--- config.mk ---
export PLATFORM = sky130hd
export DESIGN_NAME = muldiv_unit
export DESIGN_NICKNAME = d
export VERILOG_FILES = /design/src/rtl/muldiv_unit.sv
export SDC_FILE = /design/constraint.sdc
export NUM_CORES = 1
export LEC_CHECK = 0
export ABC_AREA = 1
export BUFFER_PORTS_ARGS = -buffer_cell sky130_fd_sc_hd__buf_4
export CAP_MARGIN = 20
export CORE_ASPECT_RATIO = 2
export CORE_MARGIN = 4
export CORE_UTILIZATION = 59
export CTS_CLUSTER_SIZE = 8
export DETAILED_ROUTE_END_ITERATION = 10
export PLACE_DENSITY = 0.9
export SLEW_MARGIN = 20
export SYNTH_ARGS = -nofsm -noshare
export SYNTH_HDL_FRONTEND = slang
export SYNTH_SLANG_ARGS = --single-unit
--- constraint.sdc ---
create_clock -name clk_i -period 7.2 [get_ports clk_i]
set_input_delay 0.72 -clock clk_i [delete_from_list [all_inputs] [get_ports clk_i]]
set_output_delay 0.72 -clock clk_i [all_outputs]
set_load 0.02 [all_outputs]
--- src/rtl/muldiv_unit.sv ---
// Iterative MIPS multiply/divide unit owning HI/LO: shift-add multiply and
// restoring divide, one bit per cycle, with sign fix-up in a final cycle.
module muldiv_unit #(
  parameter int WIDTH = 32
) (
  input  logic             clk_i,
  input  logic             rst_i,
  input  logic             start_i,
  input  logic [5:0]       funct_i,
  input  logic [WIDTH-1:0] operandA_i,
  input  logic [WIDTH-1:0] operandB_i,
  output logic             busy_o,
  output logic             done_o,
  output logic [WIDTH-1:0] hi_o,
  output logic [WIDTH-1:0] lo_o,
  output logic [WIDTH-1:0] result_o
);

  localparam logic [5:0] F_MFHI  = 6'h10;
  localparam logic [5:0] F_MTHI  = 6'h11;
  localparam logic [5:0] F_MFLO  = 6'h12;
  localparam logic [5:0] F_MTLO  = 6'h13;
  localparam logic [5:0] F_MULT  = 6'h18;
  localparam logic [5:0] F_MULTU = 6'h19;
  localparam logic [5:0] F_DIV   = 6'h1A;
  localparam logic [5:0] F_DIVU  = 6'h1B;

  typedef enum logic [1:0] {S_IDLE, S_RUN, S_FIX} state_t;

  state_t             state_q;
  logic [4:0]         cnt_q;
  logic               busy_q, done_q;
  logic               is_div_q, neg_res_q, neg_rem_q, dz_q;
  logic [WIDTH-1:0]   hi_q, lo_q, a_orig_q;
  logic [WIDTH-1:0]   opnd_q;     // multiplicand or divisor magnitude
  logic [WIDTH-1:0]   rem_q;      // divide partial remainder
  logic [2*WIDTH-1:0] acc_q;      // product, or dividend/quotient in low half

  logic               is_md, is_sgn, is_dv;
  logic [WIDTH-1:0]   a_mag, b_mag;
  logic [2*WIDTH-1:0] acc_d;
  logic [WIDTH-1:0]   rem_d;
  logic [WIDTH:0]     mul_sum, div_sh;
  logic [WIDTH-1:0]   div_diff;
  logic               div_ok;
  logic [2*WIDTH-1:0] prod_fix;
  logic [WIDTH-1:0]   hi_fix, lo_fix;

  always_comb begin
    is_md  = (funct_i == F_MULT) || (funct_i == F_MULTU) ||
             (funct_i == F_DIV)  || (funct_i == F_DIVU);
    is_sgn = (funct_i == F_MULT) || (funct_i == F_DIV);
    is_dv  = (funct_i == F_DIV)  || (funct_i == F_DIVU);
    a_mag  = (is_sgn && operandA_i[WIDTH-1]) ? -operandA_i : operandA_i;
    b_mag  = (is_sgn && operandB_i[WIDTH-1]) ? -operandB_i : operandB_i;
  end

  // One iteration step: multiplier LSB-first, dividend MSB-first
  always_comb begin
    mul_sum  = {1'b0, acc_q[2*WIDTH-1:WIDTH]} + (acc_q[0] ? {1'b0, opnd_q} : '0);
    div_sh   = {rem_q, acc_q[WIDTH-1]};
    div_ok   = (div_sh >= {1'b0, opnd_q});
    div_diff = div_sh[WIDTH-1:0] - opnd_q;
    acc_d    = acc_q;
    rem_d    = rem_q;
    if (is_div_q) begin
      acc_d = {acc_q[2*WIDTH-1:WIDTH], acc_q[WIDTH-2:0], div_ok};
      rem_d = div_ok ? div_diff : div_sh[WIDTH-1:0];
    end else begin
      acc_d = {mul_sum, acc_q[WIDTH-1:1]};
    end
  end

  always_comb begin
    prod_fix = neg_res_q ? -acc_q : acc_q;
    hi_fix   = prod_fix[2*WIDTH-1:WIDTH];
    lo_fix   = prod_fix[WIDTH-1:0];
    if (is_div_q) begin
      hi_fix = neg_rem_q ? -rem_q : rem_q;
      lo_fix = prod_fix[WIDTH-1:0];
      if (dz_q) begin
        hi_fix = a_orig_q;
        lo_fix = '1;
      end
    end
  end

  always_ff @(posedge clk_i) begin
    if (rst_i) begin
      state_q   <= S_IDLE;
      cnt_q     <= '0;
      busy_q    <= 1'b0;
      done_q    <= 1'b0;
      hi_q      <= '0;
      lo_q      <= '0;
      is_div_q  <= 1'b0;
      neg_res_q <= 1'b0;
      neg_rem_q <= 1'b0;
      dz_q      <= 1'b0;
      a_orig_q  <= '0;
      opnd_q    <= '0;
      rem_q     <= '0;
      acc_q     <= '0;
    end else begin
      done_q <= 1'b0;
      case (state_q)
        S_IDLE: begin
          if (start_i) begin
            if (is_md) begin
              state_q   <= S_RUN;
              cnt_q     <= '0;
              busy_q    <= 1'b1;
              is_div_q  <= is_dv;
              neg_res_q <= is_sgn && (operandA_i[WIDTH-1] ^ operandB_i[WIDTH-1]);
              neg_rem_q <= is_sgn && operandA_i[WIDTH-1];
              dz_q      <= is_dv && (operandB_i == '0);
              a_orig_q  <= operandA_i;
              rem_q     <= '0;
              opnd_q    <= is_dv ? b_mag : a_mag;
              acc_q     <= {{WIDTH{1'b0}}, (is_dv ? a_mag : b_mag)};
            end else if (funct_i == F_MTHI) begin
              hi_q <= operandA_i;
            end else if (funct_i == F_MTLO) begin
              lo_q <= operandA_i;
            end
          end
        end
        S_RUN: begin
          acc_q <= acc_d;
          rem_q <= rem_d;
          cnt_q <= cnt_q + 5'd1;
          if (cnt_q == 5'd31) state_q <= S_FIX;
        end
        S_FIX: begin
          hi_q    <= hi_fix;
          lo_q    <= lo_fix;
          busy_q  <= 1'b0;
          done_q  <= 1'b1;
          state_q <= S_IDLE;
        end
        default: state_q <= S_IDLE;
      endcase
    end
  end

  assign busy_o   = busy_q;
  assign done_o   = done_q;
  assign hi_o     = hi_q;
  assign lo_o     = lo_q;
  assign result_o = (funct_i == F_MFHI) ? hi_q :
                    (funct_i == F_MFLO) ? lo_q : '0;

endmodule

==> run summary, run 1 <==
The mapped netlist covers 21,000 um^2. The async set-or-reset flop fraction in the synthesized netlist works out to 0. The fraction of the mapped netlist area in adder cells is 0.0435. In this run, post-CTS repair resized a total of 0 instances.

The final estimated routing congestion in global placement was 1.21. The clock net in this run drives a total of 237 sinks. The tool reported: "[ERROR GRT-0116] Global routing finished with congestion. Check the congestion regions in the DRC Viewer". After technology mapping, the gate count stands at 3,660.

The starting utilization of the core area is 0.600. Buffers inserted during clock tree synthesis total 35. The Yosys step of the flow raised 0 warnings.

The initialized floorplan defines 97 standard-cell rows. For the number of instances in the placed design, the log shows 4,152. The share of the synthesized netlist area taken by xor and xnor gates is 0.0308, and the floorplan die width is 142 um. The register area share after synthesis is 0.226, and the proportion of synthesized area in mux cells is 0. The post-CTS setup-driven buffer insertion count came out at 0. The flow did not finish. The first global-routing pass estimated 166,000 um of wire.

The post-synthesis compound-gate area fraction works out to 0.201. Most used flip-flop cell after synthesis: sky130_fd_sc_hd__dfxtp_1. The flip-flop and latch count after synthesis is 237. Progress stopped at global routing (5_1_grt). The number of global-route vias before repair was 27,700.

The overall track demand over capacity in global routing is 0.562, and the simple-gate portion of the synthesized area is 0.383. The detailed-placement wirelength estimate is 84,200 um, and the total of buffers placed on input and output ports is 170. Entering global routing, the biggest net connects 112 pins. In this run the number of H-tree levels came out at 2. The synthesized area per cell is 5.75 um^2, and the number of unique standard cell types used by synthesis is 48. Root buffer selected by CTS: sky130_fd_sc_hd__clkbuf_16. Buffers inserted to repair hold after CTS numbered 0. The number of synthesized flops with an enable pin is 0, and the remaining global-route overflow is 6. Counting along the longest clock path gives a buffer depth of 3. After synthesis, the largest family of logic cells by area is simple AND/OR/NAND/NOR gates.

The vertical die dimension came out at 275 um. The logs give 171 for the number of I/O pins and 3,805 for the net count after synthesis.
-- kinds of logic after synthesis --
family | after synthesis
AO/OA/AOI/OAI | 766
XOR/XNOR | 74
adder cells (fa/ha/maj) | 72
buffers and inverters | 623
flip-flops | 237
AND/OR/NAND/NOR | 1888
-- per-stage QoR --
stage	setup WS (ns)	hold WS, ns	utilization	cell area (um^2)
after global placement	3.71	0.440	0.639	22400
after detailed placement	3.79	0.446	0.639	22400
after CTS	3.77	0.459	0.665	23300
after floorplan	4.70	0.423	-	21000
-- metal layers --
metal	global-route usage	overflow
met4	0.679	3
met2	0.870	3
met1	0.503	0
met3	0.226	0
met5	0	0
-- cell usage after synthesis, types with 22 or more instances --
cell type | number | area share
sky130_fd_sc_hd__o21ai_1 | 31 | 0.0074
sky130_fd_sc_hd__nand2_1 | 971 | 0.17
sky130_fd_sc_hd__xnor2_1 | 23 | 0.0096
sky130_fd_sc_hd__nand3_1 | 319 | 0.076
sky130_fd_sc_hd__xor2_1 | 51 | 0.021
sky130_fd_sc_hd__inv_1 | 456 | 0.081
sky130_fd_sc_hd__nand3b_1 | 22 | 0.0079
sky130_fd_sc_hd__dfxtp_1 | 237 | 0.23
sky130_fd_sc_hd__o22ai_1 | 63 | 0.019
sky130_fd_sc_hd__ha_1 | 70 | 0.042
sky130_fd_sc_hd__o21ai_0 | 255 | 0.061
sky130_fd_sc_hd__o211ai_1 | 22 | 0.0079
sky130_fd_sc_hd__nor2_1 | 420 | 0.075
sky130_fd_sc_hd__nand4_1 | 49 | 0.015
sky130_fd_sc_hd__a21oi_1 | 309 | 0.074
sky130_fd_sc_hd__nor3_1 | 33 | 0.0079
sky130_fd_sc_hd__a221oi_1 | 33 | 0.014
sky130_fd_sc_hd__clkbuf_1 | 76 | 0.014
sky130_fd_sc_hd__buf_2 | 43 | 0.010
==> inputs of run 2 (changes only) <==
CORE_ASPECT_RATIO = unset   (was 2)
CORE_UTILIZATION = 40   (was 59)
CTS_CLUSTER_SIZE = unset   (was 8)
PLACE_DENSITY = unset   (was 0.9)
PLACE_DENSITY_LB_ADDON = 0.15   (was unset)
==> run 2 against run 1 <==
The run now ends clean. Area after synthesis unchanged. Synthesized cell count did not move.
==> run summary, run 2 <==
The run finished with clean final reports. The clock-pin slew on the worst setup and hold paths is 0.06 ns, and the global-route wire length before repair is 142,000 um. The count of final setup violators is 0.

The deepest clock path buffer count was 3 (unchanged); the max-capacitance violation count was 0. The vertical die dimension came out at 237 um (-14%). The tools report the overall track demand over capacity in global routing as 0.325. The summed area of non-filler cells in the final layout was 23,700 um^2; the total chip power was 4.23 mW. The fraction of the core area covered by cells at the end of the flow came out at 0.458. Sorting the synthesized cells by how often they occur yields sky130_fd_sc_hd__nand2_1, sky130_fd_sc_hd__inv_1, sky130_fd_sc_hd__nor2_1. The run gives 3.61 ns (-0.181 ns) as the worst slack after detailed placement.

The floorplan die width is 237 um (+68%). In this run the worst setup path begins at rem_q[10]. Ranked by flip-flop count, first place goes to acc_q. The count of final max-slew check failures is 0, and the post-route DRC violation count is 0. For the final number of hold-violating endpoints, the log shows 0.

The element type at the critical path start is a register. Counting cells, the worst reg-to-reg path comes to 13. VDD sags by at most 0.164 mV. In this run the number of cells on the critical path is 13. Sorting the synthesized cells by area gives the leading types as sky130_fd_sc_hd__dfxtp_1, sky130_fd_sc_hd__nand2_1, sky130_fd_sc_hd__inv_1. The internal power of the cells totals 2.65 mW. The power per unit of standard cell area works out to 179 nW/um^2. The run gives 0 as the post-detailed-route count of antenna-violating nets. The total negative slack is 0 ns, and the largest stage delay on the critical path is 0.85 ns.

The critical path goes through ha_1, nand2_1, nor2_1, nand2_1, inv_1, nand2_1, nand2_2, nand3_2, nand2_2, nand2_1, nand2_1, nand2_1, a21oi_1. The share of post-route cells with drive strength above 1 was 0.0876; the fraction of synthesized cell area taken by the top area cell type was 0.226 (unchanged). The worst setup path is of the register to register kind. The most used flip-flop cell after synthesis was sky130_fd_sc_hd__dfxtp_1. The tools report the maximum level of the CTS H-tree as 1 (-1). The total cell area at the placement stage came out at 22,700 um^2 (+1.2%).

Among all stages on the critical path, the largest delay is contributed by sky130_fd_sc_hd__nand2_2. For the post-cts gate resize count, the log shows 0 (unchanged). STA classifies the critical path endpoint as a register. Data on the critical path is required at its endpoint by 7.70 ns. After floorplanning, the core was sized to cover 51,700 um^2. The async set-or-reset flop fraction in the synthesized netlist is 0 (unchanged).

For the number of antenna violations at the first check in global routing, the log shows 4. The flip-flop and latch count after synthesis works out to 237 (unchanged). The logs give 30 (-14%) for the number of buffers inserted during clock tree synthesis and 3.56 ns for the least setup slack across all paths after layout. The number of global-route vias before repair was 22,700; the final net count was 3,880. The number of synthesized flops with an enable pin is 0 (unchanged), and the remaining global-route overflow is 0.

The switching fraction of total power was 0.374. The library cells used most frequently in the layout, excluding fill and tap cells, are sky130_fd_sc_hd__nand2_1, sky130_fd_sc_hd__inv_1, sky130_fd_sc_hd__nor2_1. Data on the critical path arrives at its endpoint at 4.15 ns.

The row count came out at 83 (-14%). The number of flip-flops under the largest register name was 64; the area of the mapped netlist was 21,000 um^2 (unchanged). TritonCTS built the clock tree. The biggest area contributor in the post-synthesis netlist is sky130_fd_sc_hd__dfxtp_1. In the routed layout, each cell is associated on average with a via count of 5.67. The pin count of the biggest net entering global routing was 104.

The worst register-to-register path begins at rem_q[10]. The reg2reg setup slack is 3.56 ns, and the number of instances in the placed design is 4,383 (+5.6%). Sink count of the clock tree: 237 (unchanged). The worst hold slack was 0.424 ns. Static timing analysis puts the maximum clock frequency at 0.274 GHz. The clock network fraction of design power is 0.376, and the non-filler instance count after layout is 4,439. The total of buffers placed on input and output ports is 170 (unchanged), and the post-route minimum period is 3.64 ns. The tools report the number of buffers inserted for hold repair after clock tree synthesis as 0 (unchanged). Leaving out fill and tap cells, the most frequent cell in the layout is sky130_fd_sc_hd__nand2_1. The register area share after synthesis was 0.226 (unchanged); the sum of buffers and inverters on the critical path was 1. The run gives 0.407 (-0.193) as the starting utilization of the core area. In the post-synthesis netlist, the cell with the most instances is sky130_fd_sc_hd__nand2_1.

The routed design has 96,600 um of wire. The analysis attributes to cell leakage a power of 11.6 nW. In this run, the number of DRC markers left after iteration 0 of detailed routing was 3,189. Post-CTS setup-driven buffer insertion count: 0 (unchanged). The tools report the worst relative slew slack as 0.251. The net count after synthesis is 3,805 (unchanged), and the cell count after synthesis is 3,660 (unchanged).

At the pin with the least slew margin, the transition time is 1.12 ns. For this run, the detailed router's first-pass iteration total came to 8. The die area is 56,300 um^2. Detailed-route via count: 25,200.

The tools report the endpoint of the most critical setup path as rem_q[28]. The final estimated routing congestion in global placement was 1.03 (-14%); the synthesized area per cell was 5.75 um^2 (unchanged). The reported net switching power is 1.58 mW. Setup repair after global routing left no endpoint under its margin.

Post-route fraction of the period consumed by the critical path: 0.506. The tools report the total number of yosys warnings as 0 (unchanged). The logs give 0.292 for the fraction of power consumed by combinational cells and 48 (unchanged) for the number of unique standard cell types used by synthesis. The final worst clock skew was 0.0387 ns; the largest fanout on the critical path was 33. The tools report the number of I/O pins as 171 (unchanged). In this run the worst hold path is classified as input port to register. The reg-to-reg endpoint is rem_q[28]. The root buffer selected by CTS is sky130_fd_sc_hd__clkbuf_16. The share of power burned in registers was 0.332.

The cell type with the highest occurrence count on the critical path is sky130_fd_sc_hd__nand2_1. Detailed-placement wirelength estimate: 76,700 um (-8.9%). The area growth from synthesis to layout is 12.7%. The gate family responsible for the most delay along the worst path was simple AND/OR/NAND/NOR gates.

The run gives 0.60 ns as the clock latency on the worst-skew pair. In the final routed layout, each cell accounts on average for 21.8 um.
## run 2: cell counts after synthesis
No cell type changed its count.
## run 2: kinds of logic after synthesis
kind of cell / count (synthesis) / synth area share
simple gates: 1888 / 0.383
compound gates: 766 / 0.201
buf+inv: 623 / 0.116
flops: 237 / 0.226
xor+xnor: 74 / 0.0308
fa+ha+maj: 72 / 0.0435
## run 2: how the worst min path moves through the flow
stage	endpoint	start	slack [ns]	cells past startpoint
after floorplan	a_orig_q[3]	a_orig_q[3]	0.42	2
after global placement	a_orig_q[3]	a_orig_q[3]	0.44	2
after detailed placement	a_orig_q[5]	a_orig_q[5]	0.45	2
after CTS	hi_o[1]	operandA_i[1]	0.40	3
after global routing	hi_o[1]	operandA_i[1]	0.44	3
final	hi_o[1]	operandA_i[1]	0.42	3
## run 2: worst register-to-register path: stages, from the launching register on
cell and delay (ns):
sky130_fd_sc_hd__dfxtp_1 0.39, sky130_fd_sc_hd__ha_1 0.40, sky130_fd_sc_hd__nand2_1 0.14, sky130_fd_sc_hd__nor2_1 0.29, sky130_fd_sc_hd__nand2_1 0.10, sky130_fd_sc_hd__inv_1 0.08
sky130_fd_sc_hd__nand2_1 0.06, sky130_fd_sc_hd__nand2_2 0.08, sky130_fd_sc_hd__nand3_2 0.59, sky130_fd_sc_hd__nand2_2 0.86, sky130_fd_sc_hd__nand2_1 0.30, sky130_fd_sc_hd__nand2_1 0.12
sky130_fd_sc_hd__nand2_1 0.06, sky130_fd_sc_hd__a21oi_1 0.11
## run 2: power groups by stage
stage | clock network (mW) | registers, mW | logic [mW]
finish | 1.59 | 1.41 | 1.23
floorplan | 0 | 1.41 | 0.847
global route | 1.64 | 1.41 | 1.35
detailed placement | 0 | 1.43 | 1.20
CTS | 1.60 | 1.40 | 1.21
global placement | 0 | 1.43 | 1.21
## run 2: layout make-up
cell class / count / area (um^2)
inverters: 478 / 1790
fillers: 5787 / 28000
clock inverters: 9 / 105
well taps: 680 / 851
multi-input cells: 2800 / 13900
diodes: 2 / 5.00
repair buffers: 188 / 1410
clock buffers: 45 / 918
flip-flops and latches: 237 / 4750
## run 2: per-layer routing
| metal | track usage | vias to the layer above | share of wire | wire [um] |
|---|---|---|---|---|
| met2 | 0.500 | 1215 | 0.43 | 41700 |
| met1 | 0.451 | 11600 | 0.43 | 41400 |
| met5 | 0 | - | 0.00041 | 40 |
| li1 | - | 12100 | - | - |
| met4 | 0.118 | 6 | 0.042 | 4020 |
| met3 | 0.0668 | 171 | 0.097 | 9370 |
(Power assumes the default switching activity.)
==> inputs of run 3 (changes only) <==
clock period = 3.7 ns   (was 7.2 ns; I/O delays follow)
==> run 3 against run 2 <==
Final cell count increased by 0.52%. Design area increased by 0.60%. Wire length rose by 1.2%. Highest routed layer unchanged.
==> run summary, run 3 (same netlist as run 2, synthesis figures left out) <==
The slowest stage of the critical path belongs to the cell sky130_fd_sc_hd__dfxtp_1. Leaving out fill and tap cells, the most frequent cells in the layout are sky130_fd_sc_hd__nand2_1, sky130_fd_sc_hd__inv_1, sky130_fd_sc_hd__nor2_1. The gate family responsible for the most delay along the worst path is compound AO/OA/AOI/OAI gates. The power per unit of standard cell area is 343 nW/um^2 (+92%). The run gives 0 (unchanged) as the post-cts gate resize count. TritonCTS built the clock tree. Element type at the critical path start: a register. The data required time of the worst path was 4.13 ns (-3.57 ns). Layout overhead on the synthesized area: 13.3%. Largest stage delay on the critical path: 0.53 ns (-0.32 ns). The origin of the worst min-delay path is operandA_i[1].

The share of post-route cells with drive strength above 1 was 0.0931 (+0.00553); the overall track demand over capacity in global routing was 0.326 (+0.00122). The core footprint was 51,700 um^2 (unchanged). The logs give 3 (unchanged) for the deepest clock path buffer count and 0 (unchanged) for the count of final max-slew check failures.

The sink count of the clock tree is 237 (unchanged). The leading cell type in the layout, fill and taps excluded was sky130_fd_sc_hd__nand2_1. The largest fanout on the critical path came out at 24 (-27%). CTS placed an instance of sky130_fd_sc_hd__clkbuf_16 at the clock tree root.

The final worst clock skew was 0.0253 ns (-0.0134 ns). The logs give 1.07 (+3.2%) for the final estimated routing congestion in global placement and 0 (unchanged) for the count of final setup violators. The tightest min-delay check is of the input port to register type.

The tools report the worst min-delay path endpoint as hi_o[1]. The run gives 0 ns (unchanged) as the total negative slack. Number of flip-flops under the largest register name: 64 (unchanged). For the reg2reg setup slack, the log shows 0.81 ns (-2.74 ns). Ranked by flip-flop count, first place goes to acc_q.

The tools report the wire length after detailed routing as 97,700 um (+1.2%). The worst relative slew slack is 0.372 (+0.121), and the share of power burned in registers is 0.337 (+0.005). The logs give 3.13 mW (+97%) for the reported net switching power and 0 (unchanged) for the post-detailed-route count of antenna-violating nets.

The tools report the max-capacitance violation count as 0 (unchanged). The remaining global-route overflow is 0 (unchanged). The worst register-to-register path begins at acc_q[0]. The number of instances on the worst hold path was 3 (unchanged); the cell-internal power was 5.06 mW (+91%).

The tools report the endpoint arrival time on the critical path as 3.32 ns (-0.83 ns). The post-route minimum period came out at 2.89 ns (-0.756 ns). The worst setup path is of the register to register kind. Final net count: 3,906 (+0.67%).

For the number of optimization iterations in the first detailed-route pass, the log shows 6 (-2). Post-CTS setup-driven buffer insertion count: 0 (unchanged). The average vias per placed instance was 5.69 (+0.31%); the least setup slack across all paths after layout was 0.812 ns (-2.74 ns). The slew at the pin with the worst max-slew slack was 0.932 ns (-0.189 ns); the detailed-route via count was 25,400 (+0.83%).

Endpoint class of the critical path: a register. The logs give 0 (unchanged) for the final number of hold-violating endpoints and 56,300 um^2 (unchanged) for the die area. The run finished with clean final reports.

The clock latency on the worst-skew pair was 0.61 ns (about the same). Number of global-route vias before repair: 22,900 (+0.96%). The maximum level of the CTS H-tree is 1 (unchanged), and the switching fraction of total power is 0.382 (+0.00789). The worst slack after detailed placement was 0.896 ns (-2.72 ns). The logs give 83 (unchanged) for the row count and 3,060 (-4.0%) for the number of violations reported at the end of detailed-routing iteration 0. The number of buffers inserted for hold repair after clock tree synthesis is 0 (unchanged).

For the number of I/O pins, the log shows 171 (unchanged). The total of buffers placed on input and output ports came out at 170 (unchanged). The peak supply drop was 0.367 mV (+120%). The leakage power total was 11.7 nW (+1.0%).

The worst register-to-register path ends at acc_q[44]. The depth of the most critical reg-to-reg path is 11 (-2), and the number of antenna violations at the first check in global routing is 2 (-2). The vertical die dimension came out at 237 um (unchanged). The floorplan die width was 237 um (unchanged); the number of buffers inserted during clock tree synthesis was 30 (unchanged). The global-route wire length before repair came out at 143,000 um (+0.45%). The critical path goes through buf_4, nand2_1, inv_1, ha_1, a21oi_1, nand2_1, a21oi_1, o21ai_0, or2_2, nand3_1, a21oi_1.

The post-route DRC violation count is 0 (unchanged). The run gives 78,700 um (+2.5%) as the detailed-placement wirelength estimate. The post-route fraction of the period consumed by the critical path is 0.780 (+0.274), and the fmax is 0.346 GHz (+26%).

The starting utilization of the core area is 0.407 (unchanged). The clock network fraction of design power was 0.367 (-0.009). Cell type with the highest occurrence count on the critical path: sky130_fd_sc_hd__a21oi_1.

The sum of buffers and inverters on the critical path came out at 2 (+1). The fraction of power consumed by combinational cells came out at 0.296 (+0.004). The routed length per instance works out to 21.9 um (+0.67%). The clock-pin slew on the worst setup and hold paths was 0.06 ns (about the same); the pin count of the biggest net entering global routing was 93 (-11%).

Setup repair after global routing left no endpoint under its margin.
[run 3: how the worst max path moves through the flow]
| stage | start | endpoint | cells past startpoint |
|---|---|---|---|
| floorplan | acc_q[0] | acc_q[44] | 12 |
| global placement | acc_q[0] | acc_q[61] | 13 |
| detailed placement | acc_q[0] | acc_q[44] | 11 |
| CTS | acc_q[0] | acc_q[61] | 13 |
| global route | acc_q[0] | acc_q[61] | 13 |
| finish | acc_q[0] | acc_q[44] | 11 |
[run 3: worst reg2reg max path, cell delays in order (launching register included)]
cell and delay (ns):
sky130_fd_sc_hd__dfxtp_1 0.53, sky130_fd_sc_hd__buf_4 0.34, sky130_fd_sc_hd__nand2_1 0.10, sky130_fd_sc_hd__inv_1 0.06, sky130_fd_sc_hd__ha_1 0.28, sky130_fd_sc_hd__a21oi_1 0.22
sky130_fd_sc_hd__nand2_1 0.16, sky130_fd_sc_hd__a21oi_1 0.29, sky130_fd_sc_hd__o21ai_0 0.27, sky130_fd_sc_hd__or2_2 0.34, sky130_fd_sc_hd__nand3_1 0.07, sky130_fd_sc_hd__a21oi_1 0.06
[run 3: metrics by stage]
| stage | hold WS (ns) | area, um^2 | util | cells | total power, mW |
|---|---|---|---|---|---|
| 4_1_cts | 0.0785 | 23800 | 0.461 | 4461 | 8.11 |
| 3_5_place_dp | 0.451 | 22900 | 0.442 | 4409 | 5.15 |
| 5_1_grt | 0.107 | 23800 | 0.461 | 4461 | 8.50 |
| 6_report | 0.0995 | 23800 | 0.461 | 4462 | 8.18 |
| 2_1_floorplan | 0.423 | 21000 | - | 3660 | 4.39 |
| 3_3_place_gp | 0.444 | 22900 | 0.442 | 4409 | 5.16 |
[run 3: power groups by stage]
stage	clock network (mW)	logic (mW)	registers, mW
3_5_place_dp	0	2.35	2.80
5_1_grt	3.11	2.64	2.75
4_1_cts	3.01	2.36	2.74
6_report	3.01	2.42	2.75
3_3_place_gp	0	2.36	2.80
2_1_floorplan	0	1.65	2.74
[run 3: layout make-up]
type | instances | area, um^2
Antenna cell | 1 | 2.50
Fill cell | 5793 | 27900
Inverter | 478 | 1790
Tap cell | 680 | 851
Timing Repair Buffer | 214 | 1620
Sequential cell | 237 | 4750
Multi-Input combinational cell | 2800 | 13900
Clock buffer | 37 | 828
Clock inverter | 15 | 144
[run 3: routing by layer]
metal | global-route usage | wire length (um)
met2 | 0.508 | 42200
met1 | 0.450 | 41300
met4 | 0.119 | 4530
met5 | 0 | 16
met3 | 0.0633 | 9680
